===== config.mk =====
export PLATFORM = sky130hd
export DESIGN_NAME = alu_req_issuer
export DESIGN_NICKNAME = d
export VERILOG_FILES = /design/src/rtl/alu_pkg.sv /design/src/rtl/alu_req_fifo.sv /design/src/rtl/alu_req_issuer.sv
export SDC_FILE = /design/constraint.sdc
export NUM_CORES = 1
export LEC_CHECK = 0
export BUFFER_PORTS_ARGS = -buffer_cell sky130_fd_sc_hd__buf_2
export CAP_MARGIN = 15
export CORE_MARGIN = 8
export CORE_UTILIZATION = 50
export DETAILED_ROUTE_END_ITERATION = 10
export GPL_TIMING_DRIVEN = 0
export PLACE_DENSITY = 0.73
export SLEW_MARGIN = 40
export SYNTH_ARGS = -nofsm -noshare
export SYNTH_HDL_FRONTEND = slang
export SYNTH_HIERARCHICAL = 1
export SYNTH_SLANG_ARGS = --single-unit

===== constraint.sdc =====
create_clock -name clk -period 6.85 [get_ports clk]
set_input_delay 0.685 -clock clk [delete_from_list [all_inputs] [get_ports clk]]
set_output_delay 0.685 -clock clk [all_outputs]
set_load 0.005 [all_outputs]

===== src/rtl/alu_pkg.sv =====
// Shared types for the ALU request issuer: opcode, error code and FSM state encodings.
// Latency: n/a (types and constants only).
// Backpressure: n/a.
package alu_pkg;

  typedef enum logic [3:0] {
    OP_AND    = 4'd0,
    OP_OR     = 4'd1,
    OP_NOT    = 4'd2,
    OP_ADD    = 4'd3,
    OP_SUB    = 4'd4,
    OP_INC    = 4'd5,
    OP_SHL    = 4'd6,
    OP_SHR    = 4'd7,
    OP_POPCNT = 4'd8
  } alu_op_t;

  // Highest opcode the ALU implements; anything above is answered locally as illegal.
  localparam logic [3:0] OP_LAST = 4'd8;

  typedef enum logic [1:0] {
    ERR_OK      = 2'b00,
    ERR_ILLEGAL = 2'b01,
    ERR_TIMEOUT = 2'b10
  } rsp_err_t;

  typedef enum logic [1:0] {
    ST_IDLE,
    ST_ISSUE,
    ST_WAIT,
    ST_RESP
  } issuer_state_t;

  function automatic logic op_is_legal(input logic [3:0] op);
    return (op <= OP_LAST);
  endfunction

endpackage


===== src/rtl/alu_req_fifo.sv =====
// Request FIFO: DEPTH entries of W bits, head entry visible combinationally.
// Latency: an entry pushed at cycle N is visible at the head (empty=0) at N+1.
// Backpressure: full refuses pushes; no same-cycle bypass, a pop does not free space for a push in that cycle.
//
// Ports: clk, rst (sync, active-high); push/push_dat/full on the write side;
//        pop/head_dat/empty on the read side.
module alu_req_fifo #(
  parameter int DEPTH = 4,
  parameter int W     = 8
) (
  input  logic         clk,
  input  logic         rst,
  input  logic         push,
  input  logic [W-1:0] push_dat,
  output logic         full,
  input  logic         pop,
  output logic [W-1:0] head_dat,
  output logic         empty
);

  localparam int AW = $clog2(DEPTH);

  logic [W-1:0]  mem [DEPTH];
  logic [AW-1:0] wr_ptr;
  logic [AW-1:0] rd_ptr;
  logic [AW:0]   count;
  logic          do_push;
  logic          do_pop;

  assign full     = (count == (AW+1)'(DEPTH));
  assign empty    = (count == '0);
  assign do_push  = push && !full;
  assign do_pop   = pop && !empty;
  assign head_dat = mem[rd_ptr];

  // Storage needs no reset: count gates every read.
  always_ff @(posedge clk) begin
    if (do_push) begin
      mem[wr_ptr] <= push_dat;
    end
  end

  // Pointers wrap naturally since DEPTH is a power of two.
  always_ff @(posedge clk) begin
    if (rst) begin
      wr_ptr <= '0;
      rd_ptr <= '0;
      count  <= '0;
    end else begin
      if (do_push) begin
        wr_ptr <= wr_ptr + 1'b1;
      end
      if (do_pop) begin
        rd_ptr <= rd_ptr + 1'b1;
      end
      case ({do_push, do_pop})
        2'b10:   count <= count + 1'b1;
        2'b01:   count <= count - 1'b1;
        default: count <= count;
      endcase
    end
  end

endmodule


===== src/rtl/alu_req_issuer.sv =====
// ALU initiator: queues client requests, issues them one at a time to the ALU, returns result/tag/error.
// Latency: push at N, pop at N+1, alu_valid_i at N+2, rsp_valid at N+3 with a combinational ALU.
// Backpressure: req_ready=!full; the FSM holds the response in RESP until rsp_ready, stalling further issues.
//
// Ports: clk, rst (sync, active-high);
//        req_valid/req_ready/req_a/req_b/req_op/req_tag  upstream request channel;
//        alu_a/alu_b/alu_op/alu_valid_i, alu_z/alu_valid_o  ALU handshake;
//        rsp_valid/rsp_ready/rsp_z/rsp_tag/rsp_err  downstream response channel; busy.
module alu_req_issuer
  import alu_pkg::*;
#(
  parameter int DEPTH   = 4,
  parameter int TAG_W   = 4,
  parameter int TIMEOUT = 16
) (
  input  logic             clk,
  input  logic             rst,
  input  logic             req_valid,
  output logic             req_ready,
  input  logic [63:0]      req_a,
  input  logic [63:0]      req_b,
  input  logic [3:0]       req_op,
  input  logic [TAG_W-1:0] req_tag,
  output logic [63:0]      alu_a,
  output logic [63:0]      alu_b,
  output logic [3:0]       alu_op,
  output logic             alu_valid_i,
  input  logic [63:0]      alu_z,
  input  logic             alu_valid_o,
  output logic             rsp_valid,
  input  logic             rsp_ready,
  output logic [63:0]      rsp_z,
  output logic [TAG_W-1:0] rsp_tag,
  output logic [1:0]       rsp_err,
  output logic             busy
);

  localparam int ENT_W = TAG_W + 4 + 64 + 64;
  localparam int TW    = $clog2(TIMEOUT);

  issuer_state_t    state;
  logic [TW-1:0]    timer;

  logic             fifo_full;
  logic             fifo_empty;
  logic             fifo_pop;
  logic [ENT_W-1:0] head_dat;
  logic [TAG_W-1:0] h_tag;
  logic [3:0]       h_op;
  logic [63:0]      h_a;
  logic [63:0]      h_b;

  assign {h_tag, h_op, h_b, h_a} = head_dat;

  // Pop only from IDLE, so a request is dequeued once per FSM round trip.
  assign fifo_pop  = (state == ST_IDLE) && !fifo_empty;
  assign req_ready = !fifo_full;
  assign busy      = (state != ST_IDLE) || !fifo_empty;

  alu_req_fifo #(
    .DEPTH (DEPTH),
    .W     (ENT_W)
  ) u_fifo (
    .clk      (clk),
    .rst      (rst),
    .push     (req_valid),
    .push_dat ({req_tag, req_op, req_b, req_a}),
    .full     (fifo_full),
    .pop      (fifo_pop),
    .head_dat (head_dat),
    .empty    (fifo_empty)
  );

  // alu_a/b/op double as the operand hold registers; rsp_tag holds the tag.
  // alu_valid_i is set on entry to ISSUE and cleared on leaving it, so it is a single-cycle strobe.
  always_ff @(posedge clk) begin
    if (rst) begin
      state       <= ST_IDLE;
      timer       <= '0;
      alu_a       <= '0;
      alu_b       <= '0;
      alu_op      <= '0;
      alu_valid_i <= 1'b0;
      rsp_valid   <= 1'b0;
      rsp_z       <= '0;
      rsp_tag     <= '0;
      rsp_err     <= ERR_OK;
    end else begin
      case (state)
        ST_IDLE: begin
          if (!fifo_empty) begin
            alu_a   <= h_a;
            alu_b   <= h_b;
            alu_op  <= h_op;
            rsp_tag <= h_tag;
            if (!op_is_legal(h_op)) begin
              // Answered locally; the ALU never sees this request.
              rsp_z     <= '0;
              rsp_err   <= ERR_ILLEGAL;
              rsp_valid <= 1'b1;
              state     <= ST_RESP;
            end else begin
              alu_valid_i <= 1'b1;
              state       <= ST_ISSUE;
            end
          end
        end

        ST_ISSUE: begin
          alu_valid_i <= 1'b0;
          if (alu_valid_o) begin
            // Combinational ALU answers in the issue cycle itself.
            rsp_z     <= alu_z;
            rsp_err   <= ERR_OK;
            rsp_valid <= 1'b1;
            state     <= ST_RESP;
          end else begin
            timer <= '0;
            state <= ST_WAIT;
          end
        end

        ST_WAIT: begin
          if (alu_valid_o) begin
            rsp_z     <= alu_z;
            rsp_err   <= ERR_OK;
            rsp_valid <= 1'b1;
            state     <= ST_RESP;
          end else if (timer == TW'(TIMEOUT - 1)) begin
            rsp_z     <= '0;
            rsp_err   <= ERR_TIMEOUT;
            rsp_valid <= 1'b1;
            state     <= ST_RESP;
          end else begin
            timer <= timer + 1'b1;
          end
        end

        ST_RESP: begin
          if (rsp_ready) begin
            rsp_valid <= 1'b0;
            state     <= ST_IDLE;
          end
        end

        default: state <= ST_IDLE;
      endcase
    end
  end

endmodule


# [Word level (Yosys, flattened, before mapping)]
# Memories as Yosys holds them, arrays and structs flattened. A register that Yosys moved wholly into a read port is not among the register bits.
# Index checks and enable logic that the tools add are counted.
# W data, S select, Z words.
[totals] in_bits=205 word_cells=94 ff_bits=217 out_inout_bits=206 ram_bits=544 memories=1
[op_classes] mux=38 bitwise=1 n_eq_ne=16 add_sub_neg=5 n_lt_le_gt_ge=1 reduce_logical=19
[memory_table] memory="u_fifo.mem" words=4 word_bits=136 rd=1 rd_ports_with_merged_regs=1 wr=1 line="alu_req_fifo.sv:23" text="logic [W-1:0] mem [DEPTH];"
[op_table] op="$mux W64" n=5
[op_table] op="$pmux W64 S3" n=1
[op_table] op="$mux W2" n=12
[op_table] op="$ne A2 B2 Y1 const B" n=7
[op_table] op="$mux W4" n=3
[op_table] op="$mux W1" n=11
[op_table] op="$reduce_and A5 Y1" n=2
[op_table] op="$pmux W2 S4" n=1
[op_table] op="$pmux W4 S2" n=1
[op_table] op="$reduce_bool A2 Y1" n=4
[op_table] op="$eq A2 B2 Y1 const B" n=3
[op_table] op="$pmux W2 S3" n=1
[op_table] op="$pmux W3 S2" n=1
[op_table] op="$reduce_and A3 Y1" n=2
[op_table] op="$add A2 B1 Y2 const B" n=2
[op_table] op="$add A4 B1 Y4 const B" n=1
[op_table] op="$eq A2 B1 Y1 const B" n=2
[op_table] op="$eq A4 B4 Y1 const B" n=1
[op_table] op="$le A4 B4 Y1 const B" n=1
[op_table] op="$pmux W1 S4" n=1
[op_table] op="$reduce_and A4 Y1" n=1
[op_table] op="$add A3 B1 Y3 const B" n=1
[op_table] op="$eq A3 B3 Y1 const B" n=1
[op_table] op="$logic_and A1 B1 Y1" n=3
[op_table] op="other kinds (11)" n=12

# [Longest topological paths before layout]
[depth] depth_word=6 mapped_depth=14 ltp_nobuf=12

# [Hierarchy]
# The synthesis kept the hierarchy.
[by_module_without_submodules] mod="alu_req_fifo" cells_per_inst=764 area_per_inst_um2=20053.0 seq_area_each_um2=16515.8 n_inst=1
[by_module_without_submodules] mod="alu_req_issuer" cells_per_inst=941 area_per_inst_um2=7981.4 seq_area_each_um2=4204.0 n_inst=1

# [Worst setup path before layout]
# Ideal clock, no wire load.
[synth_timing] path_type="input port to flip-flop" start="input req_valid" end="memory u_fifo/mem[0][0] (netlist name), enable pin" setup_time_ns=0.511 cell_stages=3 arrival_time_ns=4.133 t_required_ns=6.339 setup_slack_ns=2.206 path_buffers=0 path_cell_list="inv_1 > nor2_1 > and2_1"
[synth_between] elab_chain_len=3
[synth_rtl] element="start, declared" line="alu_req_issuer.sv:18" text="input logic req_valid,"
[synth_rtl] element="$logic_and A1 B1 Y1" line="alu_req_fifo.sv:32" text="assign do_push = push && !full;"
[synth_rtl] element="$mux W1" line="alu_req_fifo.sv:38" text="if (do_push) begin"
[synth_rtl] element="$mux W1 (implied by the code)" line="alu_req_fifo.sv:39" text="mem[wr_ptr] <= push_dat;"
[synth_rtl] element="end, declared" line="alu_req_fifo.sv:23"
# No other way between the ends.

# [Worst setup path after layout]
[layout_timing] start="register state[0]" end="register u_fifo.count[2]"
[layout_between] elab_chain_len=5 elab_cells_between_ends=7 cone_classes="eq/ne: 2; mux: 1; reduce/logical: 4"
[layout_rtl] element="start, declared" line="alu_req_issuer.sv:41" text="issuer_state_t state;"
[layout_rtl] element="start signal, assigned" line="alu_req_issuer.sv:78" text="state <= ST_IDLE;"
[layout_rtl] element="start signal, assigned" line="alu_req_issuer.sv:101" text="state <= ST_RESP;"
[layout_rtl] element="start signal, assigned" line="alu_req_issuer.sv:104" text="state <= ST_ISSUE;"
[layout_rtl] element="$logic_not A2 Y1 *" line="alu_req_issuer.sv:56" text="assign fifo_pop = (state == ST_IDLE) && !fifo_empty;"
[layout_rtl] element="$logic_and A1 B1 Y1 *" line="alu_req_issuer.sv:56"
[layout_rtl] element="via fifo_pop" line="alu_req_issuer.sv:46" text="logic fifo_pop;"
[layout_rtl] element="$logic_and A1 B1 Y1 *" line="alu_req_fifo.sv:33" text="assign do_pop = pop && !empty;"
[layout_rtl] element="via u_fifo.do_pop" line="alu_req_fifo.sv:28" text="logic do_pop;"
[layout_rtl] element="$eq A2 B1 Y1 / $eq A2 B2 Y1 (equally long branches)" line="alu_req_fifo.sv:56" text="case ({do_push, do_pop})"
[layout_rtl] element="$pmux W3 S2 / $reduce_bool A2 Y1 (equally long branches)"
[layout_rtl] element="end signal, assigned" line="alu_req_fifo.sv:57" text="2'b10: count <= count + 1'b1;"
[layout_rtl] element="end signal, assigned" line="alu_req_fifo.sv:58" text="2'b01: count <= count - 1'b1;"
[layout_rtl] element="end signal, assigned" line="alu_req_fifo.sv:59" text="default: count <= count;"
[layout_rtl] element="end, declared" line="alu_req_fifo.sv:26" text="logic [AW:0] count;"
# Mark *: on every way through the listed nets, which the timed path passes. The rest lies on a longest branch.
# A chain may end at the register's enable or synchronous reset.

==> results.md <==
- Antenna violations before repair: 26
- DP Area: 31350 sq um
- Clock Pin Slew Worst Setup and Hold Paths: 60 ps
- Delay-heaviest family, CP: buffers and inverters
- Unrepaired setup endpoints after global routing: no
- Final nets: 2427
- Commonest non-fill, non-tap cell in the layout: edfxtp_1
- Final Skew: 26.60 ps
- Flops & latches, synth: 763
- Sequential share of the synthesized area: 73.91%
- Resize count post-CTS: 0
- Post-Route WL: 67370 microns
- CP bufs+invs: 6
- Hold EP: u_fifo/mem[0][85]$_DFFE_PP_
- Power Total: 13290 uW
- Status: finished, final reports clean
- Clock sinks: 763
- Via density: 5.328
- Grt total ovfl: 0
- Worst-path maximum fanout: 11
- Critical Path End Type: flip-flop
- Tcrit/Tclk final: 52.96%
- Max Cap Violations: 0
- Max Freq: 275.6 MHz
- Max-slew headroom: 49.73%
- Final Wtd Congestion: 0.9423
- Fill count: 4095
- Post-synthesis cell count: 1705
- Peak VDD IR: 299.3 uV
- Worst path slowest cell: clkbuf_1
- Syn nets: 1923
- PD cells: 391.3 nW/um^2
- Leakage: 0.01236 uW
- Ys async rst share: 0%
- Hold Path Class: primary input to flip-flop
- Synth Flop Type: edfxtp_1
- Commonest non-fill, non-tap cells in the layout: 544 x edfxtp_1, 424 x buf_2, 339 x nand2_1
- Core ar.: 55310 sq um
- FF-to-FF Start: state[0]$_SDFFE_PP0P_
- EDFF count, synth: 544
- Clk buf depth: 3
- Post-Syn Area per Cell: 16.44 sq um
- Slew @ Worst Pin: 754.0 ps
- Hold Crit Depth: 1
- CTS H-Tree Depth: 3
- CP required: 7380 ps
- R2r worst-path depth: 14
- Synthesized cell area: 28030 sq um
- Most frequent cell on the critical path: inv_1
- I/O pins: 411
- Synth Warn #: 6
- Critical path class: flip-flop to flip-flop
- Gr usage total: 20.68%
- Hpwl dp: 45920 microns
- DIE WIDTH: 252.8 microns
- Critical Path, Cell by Cell: inv_1 -> ha_1 -> nand2b_1 -> inv_1 -> clkbuf_2 -> clkbuf_1 -> o31ai_1 -> inv_1 -> ha_1 -> inv_1 -> fa_1 -> xor2_1 -> or3_1 -> a21oi_1
- Hold Vio Cnt, Final: 0
- Area Growth Syn to Fin: 21.13%
- Die Area: 63900 sq um
- HP Start: req_b[21]
- CTS root buf: clkbuf_16
- Finish-stage setup viols: 0
- Pin count of the biggest net entering global routing: 35
- Hold-fix buffers at CTS: 0
- Drt first pass iters: 5
- Share of cells above drive strength 1: 32.09%
- CTS Buf Count: 77
- CP arrival: 4160 ps
- First-pass GRT wire length: 100300 microns
- Die Ht: 252.8 microns
- R2R setup slack: 3220 ps
- Routed Antenna Nets: 0
- Postcts setup bufs: 0
- CP Launch Type: flip-flop
- Initial DRC count: 1195
- Largest stage delay on the critical path: 620 ps
- Distinct cells, synth: 39
- Row cnt: 86
- TNS Setup: 0 ps
- RR Endpoint: u_fifo/count[2]$_SDFFE_PP0P_
- Slew Limit Fails: 0
- Number of global-route vias before repair: 17037
- Final min period: 3628 ps
- Clk_lat worst skew: 610 ps
- Routed WL per cell: 22.18 microns
- Final instance area: 33960 sq um
- Initial Util: 50.69%
- Via count: 16187
- CTS tree: done
- Port bufs: 409
- Post-route DRC: 0
## metal layers
layer | part of all wire, % | global-route usage (%)
met1 | 38 | 24.96
met4 | 3.3 | 7.939
met2 | 49 | 34.73
met5 | 0.18 | 0
met3 | 8.7 | 6.439
## sequential cells by signal, summed over array words and instances, names as in the netlist, 3 cells and up, named ones only
| signal | flops |
|---|---|
| rsp_z | 64 |
| alu_op | 4 |
| alu_b | 64 |
| u_fifo/count | 3 |
| u_fifo/mem | 544 |
| rsp_tag | 4 |
| alu_a | 64 |
| timer | 4 |
## cells by family after synthesis
| family | synth area share (%) |
|---|---|
| buffers and inverters | 2.071 |
| XOR/XNOR | 0.1562 |
| multiplexers | 13.41 |
| flip-flops | 73.91 |
| AND/OR/NAND/NOR | 6.976 |
| adder cells (fa/ha/maj) | 0.6070 |
| AO/OA/AOI/OAI | 2.874 |
## through the flow
| step | utilization, % | hold slack (ps) | cells | setup WS [ps] |
|---|---|---|---|---|
| global placement | 56.08 | 439.2 | 2862 | -690.9 |
| finish | 61.40 | 281.8 | 3038 | 3222 |
| floorplan | - | 452.7 | 1705 | 2206 |
| global route | 61.36 | 248.9 | 3029 | 2877 |
| CTS | 61.31 | 240.4 | 3020 | 3159 |
| detailed placement | 56.68 | 443.1 | 2878 | 3164 |
## worst register-to-register path: stages, from the launching register on
cell and delay, ps:
dfxtp_1 350, inv_1 150, ha_1 240, nand2b_1 110, inv_1 80, clkbuf_2 370
clkbuf_1 630, o31ai_1 250, inv_1 100, ha_1 180, inv_1 70, fa_1 430
xor2_1 160, or3_1 300, a21oi_1 140
## how the worst max path moves through the flow
| stage | startpoint | endpoint | slack [ps] | cells after the start |
|---|---|---|---|---|
| global placement | req_valid | u_fifo/mem[0][60]$_DFFE_PP_ | -690 | 4 |
| floorplan | req_valid | u_fifo/mem[0][0]$_DFFE_PP_ | 2210 | 3 |
| detailed placement | state[0]$_SDFFE_PP0P_ | u_fifo/count[2]$_SDFFE_PP0P_ | 3160 | 14 |
| CTS | state[0]$_SDFFE_PP0P_ | u_fifo/count[2]$_SDFFE_PP0P_ | 3160 | 14 |
| global route | state[1]$_SDFFE_PP0P_ | u_fifo/count[2]$_SDFFE_PP0P_ | 2880 | 14 |
| finish | state[0]$_SDFFE_PP0P_ | u_fifo/count[2]$_SDFFE_PP0P_ | 3220 | 14 |
## layout make-up
cell class / count / area (sq um) / area share, %
Buffer: 99 / 538.0 / 1.584
Tap cell: 748 / 935.9 / 2.756
Antenna cell: 18 / 45.04 / 0.1326
Timing Repair Buffer: 425 / 2367 / 6.971
Clock buffer: 101 / 2150 / 6.330
Clock inverter: 41 / 409.1 / 1.205
Multi-Input combinational cell: 830 / 6744 / 19.86
Sequential cell: 763 / 20720 / 61.02
Inverter: 13 / 48.80 / 0.1437
## where the power goes
group	internal [uW]	total (uW)	switching, uW
logic	1440	3250	1820
registers	5580	5850	269
clock network	2450	4180	1730
## Yosys cell counts, types with 2 or more instances
master	n	share of area [%]
a21oi_1	145	2.6
and2_1	4	0.089
buf_1	12	0.16
buf_12	5	0.36
buf_2	15	0.27
buf_4	4	0.11
buf_6	6	0.24
clkbuf_1	57	0.76
dfxtp_1	219	16
edfxtp_1	544	58
ha_1	12	0.54
inv_1	13	0.17
mux2_2	4	0.16
mux2i_1	65	2.3
mux4_2	136	11
nand2_1	339	4.5
nand2b_1	70	1.6
nand3_1	3	0.054
nor2_1	13	0.17
nor2b_1	3	0.067
nor3_1	5	0.089
nor3b_1	4	0.11
o21ai_0	4	0.071
o31ai_1	2	0.054
or3_1	4	0.089
xnor2_1	2	0.062
xor2_1	3	0.094
Note: power is estimated with default switching activity, not from simulation.
